### src/rtl/pc_next_unit.sv
`default_nettype none
// ============================================================================
// Module   : pc_next_unit
// Brief    : Next-PC selection with halt/resume, misaligned-target trap and
//            retired-instruction counter.
// Revision : 1.0  initial release
// ============================================================================
module pc_next_unit #(
    parameter int             N        = 32,
    parameter logic [N-1:0]   RESET_PC = '0,
    parameter logic [N-1:0]   TRAP_VEC = 'h100
) (
    input  wire logic         clk,
    input  wire logic         rst,
    input  wire logic         stall,
    input  wire logic         branch_taken,
    input  wire logic         jump,
    input  wire logic         halt,
    input  wire logic         resume,
    input  wire logic [N-1:0] shifted_offset,
    input  wire logic [N-1:0] jalr_target,
    output logic [N-1:0]      pc,
    output logic [N-1:0]      pc_plus4,
    output logic [N-1:0]      branch_target,
    output logic              misaligned,
    output logic [1:0]        state,
    output logic [N-1:0]      instret
);

    typedef enum logic [1:0] {
        S_RUN    = 2'd0,
        S_HALTED = 2'd1,
        S_TRAP   = 2'd2,
        S_BAD    = 2'd3
    } state_t;

    localparam logic [N-1:0] C_FOUR = N'(4);
    localparam logic [N-1:0] C_ONE  = N'(1);

    state_t       r_state;
    state_t       w_state_nxt;
    logic [N-1:0] r_pc;
    logic [N-1:0] w_pc_nxt;
    logic [N-1:0] r_instret;
    logic [N-1:0] w_instret_nxt;
    logic         r_misaligned;
    logic         w_misaligned_nxt;
    logic [N-1:0] w_pc_plus4;
    logic [N-1:0] w_branch_target;
    logic [N-1:0] w_candidate;

    assign w_pc_plus4      = r_pc + C_FOUR;
    assign w_branch_target = r_pc + shifted_offset;

    always_comb begin
        w_candidate = w_pc_plus4;
        if (jump) begin
            w_candidate = jalr_target & ~C_ONE;
        end else if (branch_taken) begin
            w_candidate = w_branch_target;
        end
    end

    always_comb begin
        w_state_nxt      = r_state;
        w_pc_nxt         = r_pc;
        w_instret_nxt    = r_instret;
        w_misaligned_nxt = 1'b0;
        case (r_state)
            S_RUN: begin
                if (!stall) begin
                    if (halt) begin
                        w_state_nxt = S_HALTED;
                    // Any low-order bit set means the target is not word aligned.
                    end else if (w_candidate[1:0] != 2'b00) begin
                        w_pc_nxt         = TRAP_VEC;
                        w_state_nxt      = S_TRAP;
                        w_misaligned_nxt = 1'b1;
                    end else begin
                        w_pc_nxt      = w_candidate;
                        w_instret_nxt = r_instret + C_ONE;
                    end
                end
            end
            S_HALTED: begin
                if (resume) begin
                    w_pc_nxt      = w_pc_plus4;
                    w_instret_nxt = r_instret + C_ONE;
                    w_state_nxt   = S_RUN;
                end
            end
            default: begin
                // TRAP already holds TRAP_VEC; the illegal encoding recovers likewise.
                w_state_nxt = S_RUN;
            end
        endcase
    end

    always_ff @(posedge clk) begin
        if (rst) begin
            r_state      <= S_RUN;
            r_pc         <= RESET_PC;
            r_instret    <= '0;
            r_misaligned <= 1'b0;
        end else begin
            r_state      <= w_state_nxt;
            r_pc         <= w_pc_nxt;
            r_instret    <= w_instret_nxt;
            r_misaligned <= w_misaligned_nxt;
        end
    end

    assign pc            = r_pc;
    assign pc_plus4      = w_pc_plus4;
    assign branch_target = w_branch_target;
    assign misaligned    = r_misaligned;
    assign state         = r_state;
    assign instret       = r_instret;

endmodule
`default_nettype wire
### config.mk
export PLATFORM = sky130hd
export DESIGN_NAME = pc_next_unit
export DESIGN_NICKNAME = d
export VERILOG_FILES = /design/src/rtl/pc_next_unit.sv
export SDC_FILE = /design/constraint.sdc
export NUM_CORES = 1
export LEC_CHECK = 0
export CORE_AREA = 3 3 116 118
export CTS_CLUSTER_DIAMETER = 60
export DETAILED_ROUTE_END_ITERATION = 8
export DIE_AREA = 0 0 119 121
export PLACE_DENSITY = 0.83
export SYNTH_ARGS = -nofsm -noshare
export SYNTH_HDL_FRONTEND = slang
export SYNTH_SLANG_ARGS = --single-unit
### constraint.sdc
create_clock -name clk -period 4.94 [get_ports clk]
set_clock_uncertainty 0.05 [all_clocks]
set_input_delay 0.988 -clock clk [delete_from_list [all_inputs] [get_ports clk]]
set_output_delay 0.988 -clock clk [all_outputs]
set_load 0.05 [all_outputs]
==> impl_metrics.env <==
export IMPL_status="completed"
export IMPL_syn_area_um2=5600
export IMPL_cts_made_buffers=9
export IMPL_r2r_start="pc[0]"
export IMPL_min_from="instret[17]"
export IMPL_synth_xor_area_share=0.127
export IMPL_path_clk_slew_ns=0.06
export IMPL_core_area_um2=12600
export IMPL_p_per_area_nw_per_um2=287
export IMPL_wire_per_inst_um=18.1
export IMPL_cts_root_buf="clkbuf_16"
export IMPL_clock_latency_ns=0.34
export IMPL_fin_cells=1160
export IMPL_timing_final_crit_share=0.982
export IMPL_gp_congestion=0.930
export IMPL_synth_compound_area_share=0.247
export IMPL_setup_worst_path_end_class="primary output"
export IMPL_die_h_um=121
export IMPL_diodes=0
export IMPL_crit_required_ns=3.90
export IMPL_drive_above_1_share=0.119
export IMPL_die_w_um=119
export IMPL_placed_cells=1140
export IMPL_period_needed_ns=4.85
export IMPL_cp_common_cell="buf_4"
export IMPL_routed_via_density=5.78
export IMPL_hold_buffers=0
export IMPL_slew_headroom=0.318
export IMPL_ys_warn_count=0
export IMPL_r2r_end="pc[22]"
export IMPL_worstPathArrival_ns=3.81
export IMPL_cp_slowest_cell="clkdlybuf4s50_1"
export IMPL_synth_edf_count=0
export IMPL_hold_violations=0
export IMPL_nFillCells=1025
export IMPL_synthAdderAreaFrac=0.0773
export IMPL_wl_um=21000
export IMPL_ir_drop_mv=0.195
export IMPL_synth_top_family_by_area="simple AND/OR/NAND/NOR gates"
export IMPL_max_clock_path_buffers=2
export IMPL_vias=6704
export IMPL_htreeDepth=3
export IMPL_grt_pass1_vias=6464
export IMPL_drt_iter0_markers=604
export IMPL_fin_ws_ns=0.0896
export IMPL_fin_util=0.689
export IMPL_dr_pass1_iters=5
export IMPL_startpoint_type="primary input"
export IMPL_hold_path_end="instret[17]"
export IMPL_grt_start_max_net_pins=54
export IMPL_synth_seq_cells=67
export IMPL_p_leak_nw=3.42
export IMPL_post_place_ws_ns=-0.0777
export IMPL_fin_setup_tns_ns=0
export IMPL_clock_sinks=67
export IMPL_rrSetupSlack_ns=1.61
export IMPL_synth_cells=754
export IMPL_setup_viol=0
export IMPL_avgSynthCellArea_um2=7.43
export IMPL_reg2regPathDepth=11
export IMPL_synth_seq_area_share=0.239
export IMPL_overflow=0
export IMPL_synth_ff_type="dfxtp_1"
export IMPL_ys_top_cells_by_area="dfxtp_1, ha_1, xnor2_1"
export IMPL_crit_path_max_fanout=4
export IMPL_cts_tree="built"
export IMPL_drc=0
export IMPL_path_class="in -> out"
export IMPL_dieArea_um2=14400
export IMPL_hold_path_class="reg -> reg"
export IMPL_place_hpwl_um=15800
export IMPL_slowest_delay_ns=0.46
export IMPL_synthMuxAreaShare=0.0145
export IMPL_whs_path_depth=2
export IMPL_ys_types=63
export IMPL_final_max_slew_viol_count=0
export IMPL_fmax_mhz=206
export IMPL_antenna_found_initial=0
export IMPL_ant_nets=0
export IMPL_synthSimpleGateAreaFrac=0.256
export IMPL_path_cells="clkdlybuf4s50_1, ha_4, o211ai_1, nor3_2, o21ai_1, buf_4, o311ai_1, buf_4, a21oi_1, a41oi_1, xor2_1, buf_12"
export IMPL_syn_nets=859
export IMPL_yosys_area_top_type="dfxtp_1"
export IMPL_synth_top_area_share=0.239
export IMPL_grt_pass1_wl_um=32700
export IMPL_fp_row_count=41
export IMPL_track_usage=0.281
export IMPL_maxCapViolations=0
export IMPL_finalNetCount=1088
export IMPL_async_flop_share=0
export IMPL_portBuffers=200
export IMPL_start_util=0.446
export IMPL_boundaryPins=202
export IMPL_areaGrowthSynthToFinish_pct=54.7
export IMPL_finalPower_mw=2.49
export IMPL_worstMarginPinSlew_ns=1.02
-- critical path, delay by kind of cell --
family,cells,cell delay [ns]
compound gates,5,0.90
xor+xnor,1,0.35
buf+inv,4,1.00
simple gates,1,0.25
fa+ha+maj,1,0.31
-- cells by family (layout without fill, tap and decap cells) --
kind of cell | count (synthesis) | after routing
DFF | 67 | 67
AOI/OAI and AO/OA | 213 | 213
buffers and inverters | 56 | 290
muxes | 8 | 8
adders and majority gates | 34 | 34
xor gates and xnor gates | 81 | 81
and+or+nand+nor | 295 | 295
-- state kept, by name, indices dropped and copies added, names as in the netlist --
register	count
instret	32
misaligned	1
pc	32
state	2
-- Yosys cell counts (6+ instances only) --
cell type / count
or3_1: 12
nor2b_1: 9
nor2_1: 82
a211oi_1: 9
nand2_1: 75
a21oi_1: 65
nor3_1: 33
and3_1: 13
a221o_1: 6
a22oi_1: 11
clkbuf_1: 28
ha_1: 33
a221oi_1: 12
xor2_1: 35
nand4_1: 12
a21o_1: 12
o211ai_1: 6
o21ai_0: 49
dfxtp_1: 67
nand3_1: 24
mux2i_1: 7
xnor2_1: 46
inv_1: 21
and4_1: 6
nand2b_1: 10
-- per-stage QoR --
step	instance area (µm²)	hold slack (ns)
floorplan	5600	0.671
global placement	8230	0.431
detailed placement	8230	0.440
CTS	8590	0.451
global route	8660	0.484
finish	8660	0.452
-- final cells by class --
| cell class | count | area (µm²) | share of cell area |
|---|---|---|---|
| tap | 172 | 215 | 0.0248 |
| sequential | 67 | 1340 | 0.155 |
| multi-input combinational | 631 | 4110 | 0.474 |
| timing repair buffer | 252 | 2580 | 0.298 |
| clock inverter | 7 | 106 | 0.0123 |
| clock buffer | 9 | 225 | 0.0260 |
| inverter | 22 | 82.6 | 0.00953 |
-- power by group --
group	switching, mW	total [mW]	leakage [nW]	internal, mW
Sequential	0.0382	0.599	0.544	0.561
Clock	0.286	0.738	0.163	0.452
Combinational	0.680	1.15	2.71	0.471
Total	1.00	2.49	3.42	1.48
-- how the worst max path moves through the flow --
| stage | from | endpoint | slack [ns] | cells past startpoint |
|---|---|---|---|---|
| final | shifted_offset[4] | branch_target[29] | 0.09 | 12 |
| after global routing | shifted_offset[4] | branch_target[29] | -0.03 | 12 |
| after CTS | shifted_offset[6] | branch_target[28] | 0.003 | 13 |
| after detailed placement | shifted_offset[0] | branch_target[30] | -0.08 | 12 |
| after global placement | shifted_offset[0] | branch_target[30] | -0.06 | 12 |
| after floorplan | shifted_offset[0] | branch_target[30] | 0.33 | 10 |
-- layer usage --
metal  up-vias  track usage  part of all wire
li1       3210            -                 -
met3        41       0.0755             0.086
met2       323        0.480              0.47
met1      3130        0.346              0.42
met5         -            0                 0
met4         0       0.0818             0.023
-- cells in the final DEF, fill, tap and decap left out, types with 7 or more instances in the layout --
master and n:
clkdlybuf4s50_1 173, nor2_1 81, nand2_1 75, dfxtp_1 67, a21oi_1 64, buf_4 57
o21ai_0 48, xnor2_1 46, xor2_1 35, nor3_1 32, ha_1 32, nand3_1 24
inv_1 21, buf_12 21, and3_1 13, a21o_1 12, nand4_1 12, or3_1 12
a221oi_1 11, a22oi_1 11, nand2b_1 10, nor2b_1 9, clkbuf_16 9, mux2i_1 7
-- what timing repair did --
action | in CTS | in global routing
pin swaps | 2 | 5
gates resized for setup | 1 | 14
setup endpoints to repair | 2 | 7
setup buffers | 3 | 1
Power figures use the tool's default switching activity.
